### src/rtl/pipeline_run_ctrl_pkg.sv
// Shared definitions for the pipeline run/halt/step controller: FSM state
// encoding and default parameter values.
package pipeline_run_ctrl_pkg;

    typedef enum logic [1:0] {
        HALTED = 2'd0,
        RUN    = 2'd1,
        STEP   = 2'd2
    } run_state_e;

    localparam int DEF_DEBOUNCE_CYCLES = 16;
    localparam int DEF_STEP_W          = 8;
    localparam int DEF_PC_W            = 32;
    localparam int DEF_N_BKPT          = 2;

endpackage

### src/rtl/pipeline_run_ctrl_btn_debounce.sv
// Button conditioner: 2-flop synchroniser, stability counter and a one-cycle
// press pulse on the accepted rising level (no pulse on release).
module btn_debounce
    import pipeline_run_ctrl_pkg::*;
#(
    parameter int DEBOUNCE_CYCLES = DEF_DEBOUNCE_CYCLES
) (
    input  logic i_clk,
    input  logic i_rst,
    input  logic i_btn,
    output logic o_press
);

    localparam int CNT_W = (DEBOUNCE_CYCLES > 1) ? $clog2(DEBOUNCE_CYCLES + 1) : 1;
    localparam logic [CNT_W-1:0] CNT_MAX = CNT_W'(DEBOUNCE_CYCLES - 1);

    logic             sync1;
    logic             sync2;
    logic [CNT_W-1:0] cnt;
    logic             level;
    logic             level_q;
    logic             level_qq;
    logic             press;

    // The two edge-detect stages place the pulse DEBOUNCE_CYCLES+3 cycles
    // after the raw edge is first sampled.
    always_ff @(posedge i_clk) begin
        if (i_rst) begin
            sync1    <= 1'b0;
            sync2    <= 1'b0;
            cnt      <= '0;
            level    <= 1'b0;
            level_q  <= 1'b0;
            level_qq <= 1'b0;
            press    <= 1'b0;
        end else begin
            sync1    <= i_btn;
            sync2    <= sync1;
            level_q  <= level;
            level_qq <= level_q;
            press    <= level_q & ~level_qq;
            if (sync2 != level) begin
                if (cnt == CNT_MAX) begin
                    level <= sync2;
                    cnt   <= '0;
                end else begin
                    cnt <= cnt + CNT_W'(1);
                end
            end else begin
                cnt <= '0;
            end
        end
    end

    assign o_press = press;

endmodule

### src/rtl/pipeline_run_ctrl.sv
// Run/halt/single-step controller for a pipeline clock enable, with PC
// breakpoints that halt before the matching instruction executes.
module pipeline_run_ctrl
    import pipeline_run_ctrl_pkg::*;
#(
    parameter int DEBOUNCE_CYCLES = DEF_DEBOUNCE_CYCLES,
    parameter int STEP_W          = DEF_STEP_W,
    parameter int PC_W            = DEF_PC_W,
    parameter int N_BKPT          = DEF_N_BKPT
) (
    input  logic                   i_clk,
    input  logic                   i_rst,
    input  logic                   i_btn_run,
    input  logic                   i_btn_step,
    input  logic [STEP_W-1:0]      i_step_count,
    input  logic [PC_W-1:0]        i_pc,
    input  logic [N_BKPT-1:0]      i_bkpt_en,
    input  logic [N_BKPT*PC_W-1:0] i_bkpt_pc,
    output logic                   o_clk_en,
    output logic                   o_halted,
    output logic [N_BKPT-1:0]      o_bkpt_hit,
    output logic [STEP_W-1:0]      o_steps_left,
    output run_state_e             o_dbg_state
);

    localparam logic [STEP_W-1:0] STEP_ONE = STEP_W'(1);

    run_state_e          state;
    logic [STEP_W-1:0]   steps_left;
    logic [N_BKPT-1:0]   bkpt_hit;
    logic                skip;
    logic                run_p;
    logic                step_p;
    logic [N_BKPT-1:0]   bkpt_vec;
    logic                bkpt_match;
    logic                clk_en;

    btn_debounce #(.DEBOUNCE_CYCLES(DEBOUNCE_CYCLES)) u_run_btn (
        .i_clk   (i_clk),
        .i_rst   (i_rst),
        .i_btn   (i_btn_run),
        .o_press (run_p)
    );

    btn_debounce #(.DEBOUNCE_CYCLES(DEBOUNCE_CYCLES)) u_step_btn (
        .i_clk   (i_clk),
        .i_rst   (i_rst),
        .i_btn   (i_btn_step),
        .o_press (step_p)
    );

    // Skip masks all comparators for the first enabled cycle after resuming,
    // so a halt at a breakpoint PC does not immediately re-trigger.
    always_comb begin
        bkpt_vec = '0;
        for (int k = 0; k < N_BKPT; k++) begin
            bkpt_vec[k] = i_bkpt_en[k] && (i_pc == i_bkpt_pc[k*PC_W +: PC_W]) && !skip;
        end
    end

    assign bkpt_match = |bkpt_vec;
    assign clk_en     = ((state == RUN) || (state == STEP)) && !bkpt_match;

    always_ff @(posedge i_clk) begin
        if (i_rst) begin
            state      <= HALTED;
            steps_left <= '0;
            bkpt_hit   <= '0;
            skip       <= 1'b0;
        end else begin
            if (clk_en) begin
                skip <= 1'b0;
            end
            case (state)
                HALTED: begin
                    if (run_p) begin
                        state    <= RUN;
                        skip     <= 1'b1;
                        bkpt_hit <= '0;
                    end else if (step_p) begin
                        state      <= STEP;
                        steps_left <= (i_step_count == '0) ? STEP_ONE : i_step_count;
                        skip       <= 1'b1;
                        bkpt_hit   <= '0;
                    end
                end
                RUN: begin
                    if (bkpt_match) begin
                        state      <= HALTED;
                        bkpt_hit   <= bkpt_hit | bkpt_vec;
                        steps_left <= '0;
                    end else if (run_p) begin
                        state <= HALTED;
                    end
                end
                STEP: begin
                    if (bkpt_match) begin
                        state      <= HALTED;
                        bkpt_hit   <= bkpt_hit | bkpt_vec;
                        steps_left <= '0;
                    end else if (run_p) begin
                        state      <= HALTED;
                        steps_left <= '0;
                    end else begin
                        steps_left <= steps_left - STEP_ONE;
                        if (steps_left == STEP_ONE) begin
                            state <= HALTED;
                        end
                    end
                end
                default: begin
                    state      <= HALTED;
                    steps_left <= '0;
                end
            endcase
        end
    end

    assign o_clk_en     = clk_en;
    assign o_halted     = (state == HALTED);
    assign o_bkpt_hit   = bkpt_hit;
    assign o_steps_left = steps_left;
    assign o_dbg_state  = state;

endmodule

### config.mk
export PLATFORM = sky130hd
export DESIGN_NAME = pipeline_run_ctrl
export DESIGN_NICKNAME = d
export VERILOG_FILES = /design/src/rtl/pipeline_run_ctrl_pkg.sv /design/src/rtl/pipeline_run_ctrl_btn_debounce.sv /design/src/rtl/pipeline_run_ctrl.sv
export SDC_FILE = /design/constraint.sdc
export NUM_CORES = 1
export LEC_CHECK = 0
export CAP_MARGIN = 10
export CORE_MARGIN = 10
export CORE_UTILIZATION = 36
export DETAILED_ROUTE_END_ITERATION = 16
export GPL_TIMING_DRIVEN = 0
export PLACE_DENSITY_LB_ADDON = 0.08
export SETUP_SLACK_MARGIN = 0.4
export SLEW_MARGIN = 25
export SYNTH_ARGS = -nofsm -noshare
export SYNTH_HDL_FRONTEND = slang
export SYNTH_SLANG_ARGS = --single-unit
### constraint.sdc
create_clock -name i_clk -period 1.93 [get_ports i_clk]
set_input_delay 0.386 -clock i_clk [delete_from_list [all_inputs] [get_ports i_clk]]
set_output_delay 0.386 -clock i_clk [all_outputs]
set_load 0.1 [all_outputs]
-- After elaboration in Yosys (flattened, before gate mapping)
Cells that the tools add are included.
- bits in registers: 35
- bits in latches: 0
- bits in writable memories: 0
- ROM bits: 0
- input bits: 110
- output and inout bits: 14
- logic and storage cells: 87
- memories kept: 0
- add/subtract/negate cells: 3
- $mul: 0
- div/mod/pow operators: 0
- magnitude comparators: 0
- equal/unequal tests: 16
- shift-type cells: 0
- mux-type cells: 23
- bitwise logic cells: 7
- reduce and logical (&&, ||, !) cells: 20
- operators by type and width (operator ; number):
    == test 32 bit ; 2
    2-to-1 mux 8 bit ; 6
    case mux 8 bit (3 select lines) ; 1
    2-to-1 mux 2 bit ; 10
    adder 5 x 1 -> 5 bit (second input constant) ; 2
    == test 5 x 4 -> 1 bit (second input constant) ; 2
    AND reduction 3 bit ; 3
    == test 8 x 1 -> 1 bit (second input constant) ; 1
    logical NOT 8 bit ; 1
    subtractor 8 x 1 -> 8 bit (second input constant) ; 1
    case mux 2 bit (3 select lines) ; 1
    OR reduction 3 bit ; 2
    logical AND 1 bit ; 5
    2-to-1 mux 1 bit ; 4
    inequality test 2 x 1 -> 1 bit (second input constant) ; 2
    inequality test 2 bit (second input constant) ; 2
    inequality test 4 x 2 -> 1 bit (second input constant) ; 1
    inverter 1 bit ; 4
    case mux 2 bit (2 select lines) ; 1
    AND reduction 2 bit ; 2
    OR reduction 2 bit ; 2
    inequality test 3 x 1 -> 1 bit (second input constant) ; 1
    inequality test 3 x 2 -> 1 bit (second input constant) ; 1
    bitwise AND 1 bit ; 2
    other kinds (8) ; 10

-- Longest topological paths before layout
- depth after elaboration: 10
- mapped depth: 10
- depth with buffers taken out: 9

-- By module
Synthesis repeated with hierarchy kept, for this count alone.
- cell total of the unflattened synthesis: 269
- area, all modules: 2331.0 µm²
- by module, submodules not included (module ; times used ; cells an instance ; area each (µm²) ; seq. area each (µm²)):
    pipeline_run_ctrl ; 1 ; 203 ; 1600.3 ; 260.2
    btn_debounce ; 2 ; 33 ; 365.4 ; 220.2

-- Least setup slack after synthesis
OpenSTA, ideal clock, no wires.
- path kind: reg2out
- start: register state[0], in the netlist o_dbg_state[0]
- end: output port o_clk_en
- data arrival time: 2.850 ns
- data required time: 1.544 ns
- slack: -1.306 ns
- stages on the path, launching flop included: 5
- path buffers: 0
- path through: dfxtp_1 inv_1 ha_1 inv_1 nor2_1
- longest elaborated chain between the ends: 3
- elaborated cells on any way between the ends: 4
- classes of those cells: 2 x eq/ne; 2 x reduce/logical
- RTL lines (element ; line ; text):
    start, declared ; pipeline_run_ctrl.sv:28 ; run_state_e state;
    start signal, assigned ; pipeline_run_ctrl.sv:66 ; state <= HALTED;
    start signal, assigned ; pipeline_run_ctrl.sv:77 ; state <= RUN;
    start signal, assigned ; pipeline_run_ctrl.sv:81 ; state <= STEP;
    == test 2 x 1 -> 1 bit or == test 2 bit (tied branches) ; pipeline_run_ctrl.sv:62 ; assign clk_en = ((state == RUN) || (state == STEP)) && !bkpt_match;
    logical OR 1 bit (*) ; pipeline_run_ctrl.sv:62 ;
    logical AND 1 bit (*) ; pipeline_run_ctrl.sv:62 ;
    end, declared ; pipeline_run_ctrl.sv:19 ; output logic o_clk_en,
Mark *: on every way between the ends. The rest lies on a longest branch, timed or not.

-- Worst setup path after layout
- start: input port i_pc[25]
- end: output port o_clk_en
- longest elaborated chain between the ends: 6
- elaborated cells on any way between the ends: 9
- classes of those cells: 2 x eq/ne; 7 x reduce/logical
- RTL lines (element ; line ; text):
    start, declared ; pipeline_run_ctrl.sv:16 ; input logic [PC_W-1:0] i_pc,
    == test 32 bit ; pipeline_run_ctrl.sv:57 ; bkpt_vec[k] = i_bkpt_en[k] && (i_pc == i_bkpt_pc[k*PC_W +: PC_W]) && !skip;
    logical AND 1 bit (2 in a row) ; pipeline_run_ctrl.sv:57 ;
    OR reduction 2 bit (*) ; pipeline_run_ctrl.sv:61 ; assign bkpt_match = |bkpt_vec;
    logical NOT 1 bit (*) ; pipeline_run_ctrl.sv:62 ;
    logical AND 1 bit (*) ; pipeline_run_ctrl.sv:62 ;
Marked as above.

==> flow_summary.json <==
{
  "status": "complete, but fails checks",
  "violations": "negative setup slack",
  "cts_buffers": 5,
  "fillerInstances": 582,
  "max_freq_mhz": 464,
  "multiInputGateArea_um2": 1820,
  "core_area_um2": 6310,
  "cp_max_fo": 2,
  "grt_remaining_overflow": 0,
  "cts_num_sinks": 35,
  "hold_buffers": 0,
  "path_class": "primary input to output pin",
  "power.leakage_nw": 1.66,
  "die-area_um2": 10100,
  "synth-xor-area-share_pct": 26.3,
  "drive_gt1_share_pct": 41.6,
  "syn_to_final_growth_pct": 68.8,
  "p_total_mw": 1.75,
  "vdd_drop_max_mv": 0.318,
  "drtIter0Drc": 30,
  "cap_viol_max_count": 0,
  "syn_nets": 389,
  "cts_tree": "done",
  "tightest_slew_ns": 0.505,
  "setup-violations-final": 11,
  "antenna_found_initial": 2,
  "async_flop_share_pct": 0,
  "register_area_um2": 726,
  "synth.avg_cell_area_um2": 8.65,
  "wl_met3_um": 1020,
  "pre_cts_slack_ns": -1.58,
  "synthFlopType": "dfxtp_1",
  "clock_skew_ns": 0.0133,
  "endpoint_kind": "output pin",
  "final_common_cell": "buf_2",
  "cts_root_buffer": "clkbuf_8",
  "dpl_cell_area_um2": 3760,
  "grt_pass1_wl_um": 13200,
  "post_drt_wl_per_cell_um": 17.0,
  "grt_usage_pct": 16.2,
  "hold_slack_ns": 0.393,
  "synth-edff-count": 0,
  "die_w_um": 101,
  "period_minus_slack_ns": 2.16,
  "synthMuxAreaShare_pct": 0.857,
  "ys_warn_count": 0,
  "start_util_pct": 37.0,
  "cts_buffer_depth": 2,
  "synthCells": 270,
  "pin_count": 124,
  "synth-compound-area-share_pct": 13.7,
  "required_ns": 1.54,
  "gp_congestion": 0.838,
  "htree_levels": 2,
  "dpl.hpwl_um": 7010,
  "grt_max_degree": 13,
  "highest_layer": "met5",
  "insertion_delay_ns": 0.29,
  "fin_setup_tns_ns": -0.938,
  "crit_arrival_ns": 1.77,
  "ant_nets": 0,
  "cp-start-kind": "primary input",
  "layout.cells.most_common_list": "buf_2 (53), xnor2_1 (48), dfxtp_1 (25), buf_6 (23), xnor2_2 (17)",
  "rows": 29,
  "grt_pass1_vias": 2640,
  "ys_seq_elements": 35,
  "hold_viol": 0,
  "wirelength_um": 8340,
  "design_area_um2": 3940,
  "hold_path_class": "flop to flop",
  "reg2regPathDepth": 10,
  "final_cells": 491,
  "power_density_nw_per_um2": 444,
  "clkTransAtPathRegs_ns": 0.06,
  "vias": 2465,
  "dr_wl_met2_um": 4260,
  "post-route-period-util_pct": 112,
  "drc": 0,
  "yosysSeqAreaShare_pct": 30.0,
  "die_h_um": 101,
  "fin_ws_ns": -0.226,
  "met1_length_um": 2870,
  "slew_headroom_pct": 66.2,
  "place_inst": 470,
  "drv_slew": 0,
  "hold_depth": 1,
  "synth_top_family_by_area": "XOR/XNOR gates",
  "utilization_pct": 62.4,
  "grt_setup_unrepaired": "true",
  "synth.distinct_cells": 40,
  "dr.pass1.iters": 4,
  "portBuffers": 123,
  "vias_per_cell": 5.02,
  "syn_area_um2": 2330,
  "synthSimpleGateAreaFrac_pct": 20.8,
  "nets": 531,
  "synthAdderAreaFrac_pct": 4.82
}
flip-flops by register name, indices dropped and copies added (netlist names), 2 cells and up:
| signal | cells |
|---|---|
| o_bkpt_hit | 2 |
| o_dbg_state | 2 |
| o_steps_left | 8 |
| u_run_btn.cnt | 5 |
| u_step_btn.cnt | 5 |
final cells by class:
class                   instances  share of cell area (%)
clock buffers                   6                    2.38
repair buffers                135                    27.2
well taps                      77                    2.45
clock inverters                 2                   0.349
diodes                          1                  0.0635
multi-input cells             215                    46.2
flip-flops and latches         35                    18.4
inverters                      14                    1.46
plain buffers                   6                    1.52
synth_stat cells (all sizes together), types with 5 or more instances:
master | number | area (µm²)
a21oi | 13 | 65.1
a22o | 8 | 71.3
dfxtp | 35 | 701
ha | 9 | 113
inv | 14 | 52.6
nand2 | 13 | 48.8
nand3 | 5 | 25.0
nand4 | 14 | 87.6
nor2 | 16 | 60.1
nor2b | 11 | 68.8
nor4 | 5 | 31.3
o21ai | 12 | 60.1
or3 | 5 | 41.3
xnor2 | 65 | 569
xor2 | 5 | 43.8
worst paths after layout:
kind / slack [ns] / startpoint / to
setup / recovery: -0.23 / i_pc[25] / o_clk_en
hold / removal: 0.39 / u_run_btn.level_qq / u_run_btn.o_press
setup reg to reg: -0.03 / skip / o_steps_left[7]
hold reg to reg: 0.39 / u_run_btn.level_qq / u_run_btn.o_press
routing by layer:
layer	track usage (%)	up-vias
met5	0	-
met4	5.22	2
met3	8.71	15
met2	29.6	99
met1	15.1	1121
li1	-	1228
kinds of logic (layout without fill, tap and decap cells):
kind of cell	Yosys count	in the layout
compound gates	46	46
flops	35	35
mux	2	2
simple gates	88	88
buf+inv	20	163
fa+ha+maj	9	9
other cells	0	1
xor+xnor	70	70
where the power goes:
part	switching (mW)	internal, mW
sequential	0.00243	0.720
combinational	0.155	0.263
clock	0.275	0.332
worst max-delay path, stage by stage:
cell	delay [ns]
buf_2	0.12
xnor2_2	0.14
nand4_1	0.17
nor4_2	0.29
and3_1	0.21
o21bai_4	0.13
buf_6	0.12
nor2_4	0.03
buf_12	0.16
repair_timing:
| item | 4_1_cts | 5_1_grt |
|---|---|---|
| cloned | 2 | 0 |
| endpoints found under the setup margin | 44 | 24 |
| buffers inserted | 8 | 2 |
| gates resized for setup | 433 | 27 |
| pin swaps | 91 | 17 |
Note: power is estimated with default switching activity, not from simulation.
